### src/rtl/job_dispatcher_if.sv
`default_nettype none
// ============================================================================
//  Module   : job_dispatcher_if
//  Purpose  : Bundles the signals between the job dispatcher and its
//             surroundings: the shared memory port, the processor's
//             request/grant memory traffic, the index handshake and status.
//             The master modport is the dispatcher's view. The slave modport
//             is the environment's view (memory + processor + host).
//  Revision : 1.0  initial release
// ============================================================================
interface job_dispatcher_if #(
    parameter int CELL_WIDTH      = 32,
    parameter int INDEX_WIDTH     = 8,
    parameter int WIDTH           = 96,
    parameter int MEMORY_SIZE_LOG = 8
);
    // host control
    logic                       in_start;
    // shared memory port
    logic [WIDTH-1:0]           in_mem_data;
    logic [MEMORY_SIZE_LOG-1:0] out_mem_address;
    logic                       out_mem_read_en;
    logic                       out_mem_write_en;
    logic [WIDTH-1:0]           out_mem_data;
    // processor memory traffic
    logic                       in_proc_request;
    logic [MEMORY_SIZE_LOG-1:0] in_proc_mem_address;
    logic                       in_proc_mem_read_en;
    logic                       in_proc_mem_write_en;
    logic [WIDTH-1:0]           in_proc_mem_data;
    logic                       out_proc_grant;
    // index handshake
    logic [INDEX_WIDTH-1:0]     out_row_index;
    logic [INDEX_WIDTH-1:0]     out_col_index;
    logic                       out_index_ready;
    logic [INDEX_WIDTH-1:0]     out_mu;
    logic [CELL_WIDTH-1:0]      out_config;
    logic                       in_index_ack;
    logic                       in_result_ready;
    // status
    logic                       out_busy;
    logic                       out_done;
    logic [2*INDEX_WIDTH-1:0]   out_job_count;
    logic                       out_error;

    modport master (
        input  in_start, in_mem_data,
        input  in_proc_request, in_proc_mem_address, in_proc_mem_read_en,
        input  in_proc_mem_write_en, in_proc_mem_data,
        input  in_index_ack, in_result_ready,
        output out_mem_address, out_mem_read_en, out_mem_write_en, out_mem_data,
        output out_proc_grant, out_row_index, out_col_index, out_index_ready,
        output out_mu, out_config, out_busy, out_done, out_job_count, out_error
    );

    modport slave (
        output in_start, in_mem_data,
        output in_proc_request, in_proc_mem_address, in_proc_mem_read_en,
        output in_proc_mem_write_en, in_proc_mem_data,
        output in_index_ack, in_result_ready,
        input  out_mem_address, out_mem_read_en, out_mem_write_en, out_mem_data,
        input  out_proc_grant, out_row_index, out_col_index, out_index_ready,
        input  out_mu, out_config, out_busy, out_done, out_job_count, out_error
    );
endinterface
`default_nettype wire

### src/rtl/job_dispatcher.sv
`default_nettype none
// ============================================================================
//  Module   : job_dispatcher
//  Purpose  : Sequencer around the matrix processor. Fetches the config word
//             (mu/gamma/lambda) from shared memory, walks every (row, col)
//             pair in row-major order through the index handshake, and muxes
//             the single memory port between its own fetch and the processor.
//  Option   : JOB_DISPATCHER_TIMEOUT_EN enables a per-job watchdog
//             (TIMEOUT_CYCLES) that aborts the run and raises out_error.
//  Revision : 1.0  initial release
// ============================================================================
module job_dispatcher #(
    parameter int CELL_WIDTH      = 32,
    parameter int INDEX_WIDTH     = 8,
    parameter int WIDTH           = 96,
    parameter int MEMORY_SIZE_LOG = 8,
    parameter int CONFIG_ADDRESS  = 0
`ifdef JOB_DISPATCHER_TIMEOUT_EN
    ,
    parameter int TIMEOUT_CYCLES  = 1024
`endif
) (
    input  wire logic        in_clk,
    input  wire logic        in_reset,
    job_dispatcher_if.master bus
);

    typedef enum logic [2:0] {
        S_IDLE    = 3'd0,
        S_FETCH   = 3'd1,
        S_LOAD    = 3'd2,
        S_CHECK   = 3'd3,
        S_ISSUE   = 3'd4,
        S_RELEASE = 3'd5,
        S_DONE    = 3'd6
    } state_t;

    localparam logic [INDEX_WIDTH-1:0]   c_IDX_ONE = INDEX_WIDTH'(1);
    localparam logic [2*INDEX_WIDTH-1:0] c_CNT_ONE = (2*INDEX_WIDTH)'(1);

    state_t                   state_q, state_d;
    logic [INDEX_WIDTH-1:0]   row_q, row_d;
    logic [INDEX_WIDTH-1:0]   col_q, col_d;
    logic [CELL_WIDTH-1:0]    config_q, config_d;
    logic [2*INDEX_WIDTH-1:0] count_q, count_d;
    logic [INDEX_WIDTH-1:0]   w_gamma;
    logic [INDEX_WIDTH-1:0]   w_lambda;
    logic                     w_grant;

`ifdef JOB_DISPATCHER_TIMEOUT_EN
    localparam int TIMER_W = $clog2(TIMEOUT_CYCLES + 1);
    logic [TIMER_W-1:0] timer_q, timer_d;
    logic               error_q, error_d;
`endif

    // gamma counts columns, lambda counts rows
    assign w_gamma  = config_q[8 +: INDEX_WIDTH];
    assign w_lambda = config_q[0 +: INDEX_WIDTH];
    // the processor owns the memory port exactly while an index is offered
    assign w_grant  = (state_q == S_ISSUE);

    // Next-state and datapath update for the job walk
    always_comb begin
        state_d  = state_q;
        row_d    = row_q;
        col_d    = col_q;
        config_d = config_q;
        count_d  = count_q;
`ifdef JOB_DISPATCHER_TIMEOUT_EN
        timer_d  = timer_q;
        error_d  = error_q;
`endif
        unique case (state_q)
            S_IDLE: begin
                if (bus.in_start) begin
                    state_d = S_FETCH;
                    count_d = '0;
`ifdef JOB_DISPATCHER_TIMEOUT_EN
                    error_d = 1'b0;
`endif
                end
            end
            S_FETCH: state_d = S_LOAD;
            S_LOAD: begin
                // read data arrives one cycle after the FETCH address
                config_d = bus.in_mem_data[CELL_WIDTH-1:0];
                row_d    = '0;
                col_d    = '0;
                state_d  = S_CHECK;
            end
            S_CHECK: begin
                if ((w_gamma == '0) || (w_lambda == '0)) begin
                    state_d = S_DONE;
                end else begin
                    state_d = S_ISSUE;
                end
`ifdef JOB_DISPATCHER_TIMEOUT_EN
                timer_d = '0;
`endif
            end
            S_ISSUE: begin
                if (bus.in_result_ready) begin
                    count_d = count_q + c_CNT_ONE;
                    state_d = S_RELEASE;
                end
`ifdef JOB_DISPATCHER_TIMEOUT_EN
                else if (timer_q == TIMER_W'(TIMEOUT_CYCLES - 1)) begin
                    // abandon the run; the stalled job is not counted
                    error_d = 1'b1;
                    state_d = S_DONE;
                end else begin
                    timer_d = timer_q + TIMER_W'(1);
                end
`endif
            end
            S_RELEASE: begin
                if (col_q != (w_gamma - c_IDX_ONE)) begin
                    col_d   = col_q + c_IDX_ONE;
                    state_d = S_ISSUE;
                end else if (row_q != (w_lambda - c_IDX_ONE)) begin
                    col_d   = '0;
                    row_d   = row_q + c_IDX_ONE;
                    state_d = S_ISSUE;
                end else begin
                    state_d = S_DONE;
                end
`ifdef JOB_DISPATCHER_TIMEOUT_EN
                timer_d = '0;
`endif
            end
            S_DONE:  state_d = S_IDLE;
            default: state_d = S_IDLE;
        endcase
    end

    // State and datapath registers; active-low synchronous reset aborts any run
    always_ff @(posedge in_clk) begin
        if (!in_reset) begin
            state_q  <= S_IDLE;
            row_q    <= '0;
            col_q    <= '0;
            config_q <= '0;
            count_q  <= '0;
`ifdef JOB_DISPATCHER_TIMEOUT_EN
            timer_q  <= '0;
            error_q  <= 1'b0;
`endif
        end else begin
            state_q  <= state_d;
            row_q    <= row_d;
            col_q    <= col_d;
            config_q <= config_d;
            count_q  <= count_d;
`ifdef JOB_DISPATCHER_TIMEOUT_EN
            timer_q  <= timer_d;
            error_q  <= error_d;
`endif
        end
    end

    // Memory port mux: processor when granted, otherwise our own config fetch
    always_comb begin
        bus.out_mem_address  = '0;
        bus.out_mem_read_en  = 1'b0;
        bus.out_mem_write_en = 1'b0;
        bus.out_mem_data     = '0;
        if (w_grant) begin
            bus.out_mem_address  = bus.in_proc_mem_address;
            bus.out_mem_read_en  = bus.in_proc_mem_read_en;
            bus.out_mem_write_en = bus.in_proc_mem_write_en;
            bus.out_mem_data     = bus.in_proc_mem_data;
        end else if (state_q == S_FETCH) begin
            bus.out_mem_address  = MEMORY_SIZE_LOG'(CONFIG_ADDRESS);
            bus.out_mem_read_en  = 1'b1;
        end
    end

    assign bus.out_proc_grant  = w_grant;
    assign bus.out_index_ready = w_grant;
    assign bus.out_row_index   = row_q;
    assign bus.out_col_index   = col_q;
    assign bus.out_mu          = config_q[16 +: INDEX_WIDTH];
    assign bus.out_config      = config_q;
    assign bus.out_busy        = (state_q != S_IDLE);
    assign bus.out_done        = (state_q == S_DONE);
    assign bus.out_job_count   = count_q;
`ifdef JOB_DISPATCHER_TIMEOUT_EN
    assign bus.out_error       = error_q;
`else
    assign bus.out_error       = 1'b0;
`endif

endmodule
`default_nettype wire

### src/flat_wrapper.sv
// flat-port wrapper written by rule: the top's interface ports become plain ports
module job_dispatcher_flat 
#(
    parameter int CELL_WIDTH      = 32,
    parameter int INDEX_WIDTH     = 8,
    parameter int WIDTH           = 96,
    parameter int MEMORY_SIZE_LOG = 8,
    parameter int CONFIG_ADDRESS  = 0

)
  (in_clk, in_reset, bus_in_start, bus_in_mem_data, bus_in_proc_request, bus_in_proc_mem_address, bus_in_proc_mem_read_en, bus_in_proc_mem_write_en, bus_in_proc_mem_data, bus_in_index_ack, bus_in_result_ready, bus_out_mem_address, bus_out_mem_read_en, bus_out_mem_write_en, bus_out_mem_data, bus_out_proc_grant, bus_out_row_index, bus_out_col_index, bus_out_index_ready, bus_out_mu, bus_out_config, bus_out_busy, bus_out_done, bus_out_job_count, bus_out_error);
  job_dispatcher_if #(.CELL_WIDTH(CELL_WIDTH), .INDEX_WIDTH(INDEX_WIDTH), .WIDTH(WIDTH), .MEMORY_SIZE_LOG(MEMORY_SIZE_LOG)) bus_i ();
  input  wire logic in_clk;
  input  wire logic in_reset;
  input wire logic [$bits(bus_i.in_start)-1:0] bus_in_start;
  input wire logic [$bits(bus_i.in_mem_data)-1:0] bus_in_mem_data;
  input wire logic [$bits(bus_i.in_proc_request)-1:0] bus_in_proc_request;
  input wire logic [$bits(bus_i.in_proc_mem_address)-1:0] bus_in_proc_mem_address;
  input wire logic [$bits(bus_i.in_proc_mem_read_en)-1:0] bus_in_proc_mem_read_en;
  input wire logic [$bits(bus_i.in_proc_mem_write_en)-1:0] bus_in_proc_mem_write_en;
  input wire logic [$bits(bus_i.in_proc_mem_data)-1:0] bus_in_proc_mem_data;
  input wire logic [$bits(bus_i.in_index_ack)-1:0] bus_in_index_ack;
  input wire logic [$bits(bus_i.in_result_ready)-1:0] bus_in_result_ready;
  output wire logic [$bits(bus_i.out_mem_address)-1:0] bus_out_mem_address;
  output wire logic [$bits(bus_i.out_mem_read_en)-1:0] bus_out_mem_read_en;
  output wire logic [$bits(bus_i.out_mem_write_en)-1:0] bus_out_mem_write_en;
  output wire logic [$bits(bus_i.out_mem_data)-1:0] bus_out_mem_data;
  output wire logic [$bits(bus_i.out_proc_grant)-1:0] bus_out_proc_grant;
  output wire logic [$bits(bus_i.out_row_index)-1:0] bus_out_row_index;
  output wire logic [$bits(bus_i.out_col_index)-1:0] bus_out_col_index;
  output wire logic [$bits(bus_i.out_index_ready)-1:0] bus_out_index_ready;
  output wire logic [$bits(bus_i.out_mu)-1:0] bus_out_mu;
  output wire logic [$bits(bus_i.out_config)-1:0] bus_out_config;
  output wire logic [$bits(bus_i.out_busy)-1:0] bus_out_busy;
  output wire logic [$bits(bus_i.out_done)-1:0] bus_out_done;
  output wire logic [$bits(bus_i.out_job_count)-1:0] bus_out_job_count;
  output wire logic [$bits(bus_i.out_error)-1:0] bus_out_error;
  assign bus_i.in_start = bus_in_start;
  assign bus_i.in_mem_data = bus_in_mem_data;
  assign bus_i.in_proc_request = bus_in_proc_request;
  assign bus_i.in_proc_mem_address = bus_in_proc_mem_address;
  assign bus_i.in_proc_mem_read_en = bus_in_proc_mem_read_en;
  assign bus_i.in_proc_mem_write_en = bus_in_proc_mem_write_en;
  assign bus_i.in_proc_mem_data = bus_in_proc_mem_data;
  assign bus_i.in_index_ack = bus_in_index_ack;
  assign bus_i.in_result_ready = bus_in_result_ready;
  assign bus_out_mem_address = bus_i.out_mem_address;
  assign bus_out_mem_read_en = bus_i.out_mem_read_en;
  assign bus_out_mem_write_en = bus_i.out_mem_write_en;
  assign bus_out_mem_data = bus_i.out_mem_data;
  assign bus_out_proc_grant = bus_i.out_proc_grant;
  assign bus_out_row_index = bus_i.out_row_index;
  assign bus_out_col_index = bus_i.out_col_index;
  assign bus_out_index_ready = bus_i.out_index_ready;
  assign bus_out_mu = bus_i.out_mu;
  assign bus_out_config = bus_i.out_config;
  assign bus_out_busy = bus_i.out_busy;
  assign bus_out_done = bus_i.out_done;
  assign bus_out_job_count = bus_i.out_job_count;
  assign bus_out_error = bus_i.out_error;
  job_dispatcher #(.CELL_WIDTH(CELL_WIDTH), .INDEX_WIDTH(INDEX_WIDTH), .WIDTH(WIDTH), .MEMORY_SIZE_LOG(MEMORY_SIZE_LOG), .CONFIG_ADDRESS(CONFIG_ADDRESS)) u_core (.in_clk(in_clk), .in_reset(in_reset), .bus(bus_i));
endmodule
### config.mk
export PLATFORM = sky130hd
export DESIGN_NAME = job_dispatcher_flat
export DESIGN_NICKNAME = d
export VERILOG_FILES = /design/src/rtl/job_dispatcher_if.sv /design/src/rtl/job_dispatcher.sv /design/src/flat_wrapper.sv
export SDC_FILE = /design/constraint.sdc
export NUM_CORES = 1
export LEC_CHECK = 0
export BUFFER_PORTS_ARGS = -buffer_cell sky130_fd_sc_hd__buf_4
export CAP_MARGIN = 20
export CELL_PAD_IN_SITES_DETAIL_PLACEMENT = 0
export CELL_PAD_IN_SITES_GLOBAL_PLACEMENT = 1
export CORE_AREA = 3 3 149 151
export CTS_CLUSTER_SIZE = 20
export DETAILED_ROUTE_END_ITERATION = 8
export DIE_AREA = 0 0 152 154
export MAX_ROUTING_LAYER = met4
export PLACE_DENSITY = 0.71
export SLEW_MARGIN = 20
export SYNTH_ARGS = -nofsm -noshare
export SYNTH_HDL_FRONTEND = slang
export SYNTH_SLANG_ARGS = --single-unit
### constraint.sdc
create_clock -name in_clk -period 3.7 [get_ports in_clk]
set_input_delay 1.11 -clock in_clk [delete_from_list [all_inputs] [get_ports in_clk]]
set_output_delay 1.11 -clock in_clk [all_outputs]
set_load 0.05 [all_outputs]
==> impl_metrics.py <==
metrics = {
    "status": {
        "run_status": "finished, final reports clean",
    },
    "timing": {
        "tns_ns": 0,
        "final.period_utilization_pct": 85.0,
        "fin_worst_skew_ns": 0.00973,
        "timing.final.ws_setup_ns": 0.556,
        "max_slew_margin_pct": 59.4,
        "worst-slew-pin-transition_ns": 0.608,
        "hold_violations": 0,
        "setup-violations-final": 0,
        "report.final.slew_viol_count": 0,
        "unrepaired_setup_endpoints_after_global_routing": "no",
        "max_freq_mhz": 318,
        "post-route-min-period_ns": 3.14,
    },
    "logic_synthesis": {
        "synth.yosys.warnings": 0,
        "synth_xor_xnor_area_share_pct": 5.95,
        "yosys.area_share.simple_pct": 38.0,
        "dominantRegCellSynth": "sky130_fd_sc_hd__dfxtp_1",
        "synth.avg_cell_area_um2": 7.53,
        "post_synth_instance_area_um2": 4270,
        "muxShareOfSynthArea_pct": 1.26,
        "synth_most_common_cell": "sky130_fd_sc_hd__and3_1",
        "yosysSeqAreaShare_pct": 31.4,
        "ys_seq_elements": 67,
        "synthAdderAreaFrac_pct": 1.76,
        "synthTopCellsByArea": "sky130_fd_sc_hd__dfxtp_1 31%, sky130_fd_sc_hd__and3_1 16%, sky130_fd_sc_hd__nand2_1 7.9%",
        "area_leader_netlist": "sky130_fd_sc_hd__dfxtp_1",
        "synth-edff-count": 0,
        "postSynthNetCount": 781,
        "synth_compound_gate_area_share_pct": 14.4,
        "synth_top_family_by_area": "simple AND/OR/NAND/NOR gates",
        "syn-instance-count": 567,
        "ys_top_cells_by_count": "112 x sky130_fd_sc_hd__and3_1, 90 x sky130_fd_sc_hd__nand2_1, 67 x sky130_fd_sc_hd__dfxtp_1, 44 x sky130_fd_sc_hd__clkbuf_1, 33 x sky130_fd_sc_hd__a21boi_0",
        "synth.top_cell.area_share_pct": 31.4,
        "synth.distinct_cells": 53,
        "synth-async-reset-ratio_pct": 0,
    },
    "critical_path": {
        "crit_path_cell_trace": "nor2_4, buf_12, and3_1, buf_4",
        "arrival_time_worst_endpoint_ns": 2.03,
        "crit_path_end_kind": "output port",
        "worst_setup_path_start_kind": "flop",
        "critical-path-slowest-cell": "sky130_fd_sc_hd__nor2_4",
        "critical_path_required_ns": 2.59,
        "crit_path_max_incr_delay_ns": 0.45,
        "setup.worst_path.class": "flop to output port",
        "timing.critical_path.fanout_max": 87,
    },
    "clocking": {
        "root_cell_of_the_clock_tree": "sky130_fd_sc_hd__clkbuf_16",
        "post_cts_hold_buffer_count": 0,
        "cts.repair.resized": 0,
        "cts_tree": "done",
        "cts_num_sinks": 67,
        "postCtsSetupBuffers": 0,
        "clk_latency_ns": 0.33,
        "path_clk_slew_ns": 0.06,
        "htree_num_levels": 3,
        "clk_path_buf_depth": 2,
        "clock_buffers_created_by_tritoncts": 9,
    },
    "pwr": {
        "power_leakage_nw": 3.65,
        "irDropWorstVdd_uv": 234,
        "p_per_area_nw_per_um2": 305,
    },
    "route": {
        "detailedRoute.firstPassIterationCount": 4,
        "detail_route.vias_per_cell": 4.56,
        "drc": 0,
        "drtAntennaViolNets": 0,
        "drt_wirelength_mm": 20.6,
        "drt_first_iter_violations": 208,
        "avgRoutedWirePerCell_um": 18.2,
        "num_vias": 5160,
    },
    "layout": {
        "finalCoreUtilization_pct": 34.0,
        "n_fill_cell": 2308,
        "share_of_layout_cells_above_drive_strength_1_pct": 41.6,
        "final_net_count": 1065,
        "areaGrowthSynthToFinish_pct": 66.9,
    },
    "floorplanning": {
        "row_count": 53,
        "ioPinCount": 391,
        "die-area_um2": 23400,
        "initial_core_util_pct": 20.4,
        "design.core.area_um2": 21000,
        "die_h_um": 154,
        "die_width_um": 152,
    },
    "placement": {
        "detailedPlacementHpwl_mm": 16.5,
        "detailedPlace.worstSlack_ns": 0.768,
        "routabilityCongestion": 0.818,
        "io_buffers": 323,
    },
    "grt": {
        "grt_antenna_before_repair": 2,
        "globalRouteOverflowTotal": 0,
        "grt_pass1_wl_mm": 30.4,
        "grt_usage_pct": 17.1,
        "grt_start_max_net_pins": 88,
        "first_global_vias": 5028,
    },
    "worst_hold_path": {
        "min_path_type": "flop to flop",
    },
    "job": {
        "maxCapViolations": 0,
    },
}
final cells by class:
cell class / instances / area, µm² / area share, %
well taps: 275 / 344 / 4.83
multi-input cells: 433 / 2640 / 37.0
clock inverters: 5 / 28.8 / 0.404
flip-flops and latches: 67 / 1350 / 18.9
repair buffers: 330 / 2490 / 34.9
clock buffers: 10 / 239 / 3.35
diodes: 2 / 5.00 / 0.0702
inverters: 10 / 37.5 / 0.527
state kept, by name, summed over array words and instances, names as in the netlist:
name,cells
u_core.bus.out_col_index,8
u_core.bus.out_config,32
u_core.bus.out_job_count,16
u_core.bus.out_row_index,8
u_core.state_q,3
placed cells by master (no fill, tap or decap), types with 3 or more instances in the layout:
cell type and count:
sky130_fd_sc_hd__a211oi_1 3, sky130_fd_sc_hd__nand3_1 13, sky130_fd_sc_hd__and2_1 6, sky130_fd_sc_hd__and3_1 112, sky130_fd_sc_hd__clkinv_2 3, sky130_fd_sc_hd__nor3_1 6
sky130_fd_sc_hd__nor2_1 28, sky130_fd_sc_hd__mux2_2 3, sky130_fd_sc_hd__nand2b_1 7, sky130_fd_sc_hd__and4_1 3, sky130_fd_sc_hd__o21ai_0 8, sky130_fd_sc_hd__or4_1 5
sky130_fd_sc_hd__o211a_1 3, sky130_fd_sc_hd__nand2_1 90, sky130_fd_sc_hd__dfxtp_1 66, sky130_fd_sc_hd__nand4_1 7, sky130_fd_sc_hd__xor2_1 16, sky130_fd_sc_hd__a21boi_0 33
sky130_fd_sc_hd__a21oi_1 16, sky130_fd_sc_hd__xnor2_1 13, sky130_fd_sc_hd__o31ai_1 6, sky130_fd_sc_hd__o211ai_1 5, sky130_fd_sc_hd__nor4_1 4, sky130_fd_sc_hd__clkbuf_16 9
sky130_fd_sc_hd__or3_1 7, sky130_fd_sc_hd__buf_4 329, sky130_fd_sc_hd__ha_1 6, sky130_fd_sc_hd__inv_1 10
final timing paths:
path,startpoint,to,slack [ns],cells after the start
worst max-delay path,u_core.state_q[0]$_SDFFE_PN0P_,bus_out_mem_data[68],0.56,4
worst min-delay path,u_core.bus.out_config[24]$_SDFFE_PN0P_,u_core.bus.out_config[24]$_SDFFE_PN0P_,0.46,2
worst max register to register,u_core.bus.out_config[8]$_SDFFE_PN0P_,u_core.bus.out_row_index[4]$_SDFFE_PN0P_,0.90,9
worst min register to register,u_core.bus.out_config[24]$_SDFFE_PN0P_,u_core.bus.out_config[24]$_SDFFE_PN0P_,0.46,2
cell families after synthesis:
family,after synthesis
adders and majority gates,6
muxes,5
xor gates and xnor gates,29
DFF,67
and+or+nand+nor,304
buffers and inverters,67
AOI/OAI and AO/OA,88
other,1
stage by stage:
stage	std cells	area (µm²)	hold slack, ns	power [mW]
floorplan	567	4270	0.595	1.15
global placement	1115	6850	0.452	1.41
detailed placement	1115	6850	0.458	1.41
CTS	1130	7120	0.467	2.22
global route	1132	7130	0.489	2.28
finish	1132	7130	0.461	2.17
metal layers:
metal,up-vias,track usage (%),wire [µm]
met2,190,29.6,10600
li1,2548,-,-
met4,0,6.59,682
met5,-,-,0
met1,2399,18.4,7910
met3,23,5.26,1420
power breakdown:
group,switching [mW],internal [mW],leakage [nW],total [mW]
clock network,0.320,0.464,0.134,0.784
registers,0.0383,0.744,0.542,0.782
logic,0.372,0.236,2.98,0.609
total,0.730,1.44,3.65,2.17
worst max-delay path, delay by kind of cell (launching register included):
kind	cells	cell delay [ns]
buffers and inverters	2	0.55
and+or+nand+nor	2	0.68
DFF	1	0.43
(Power assumes the default switching activity.)
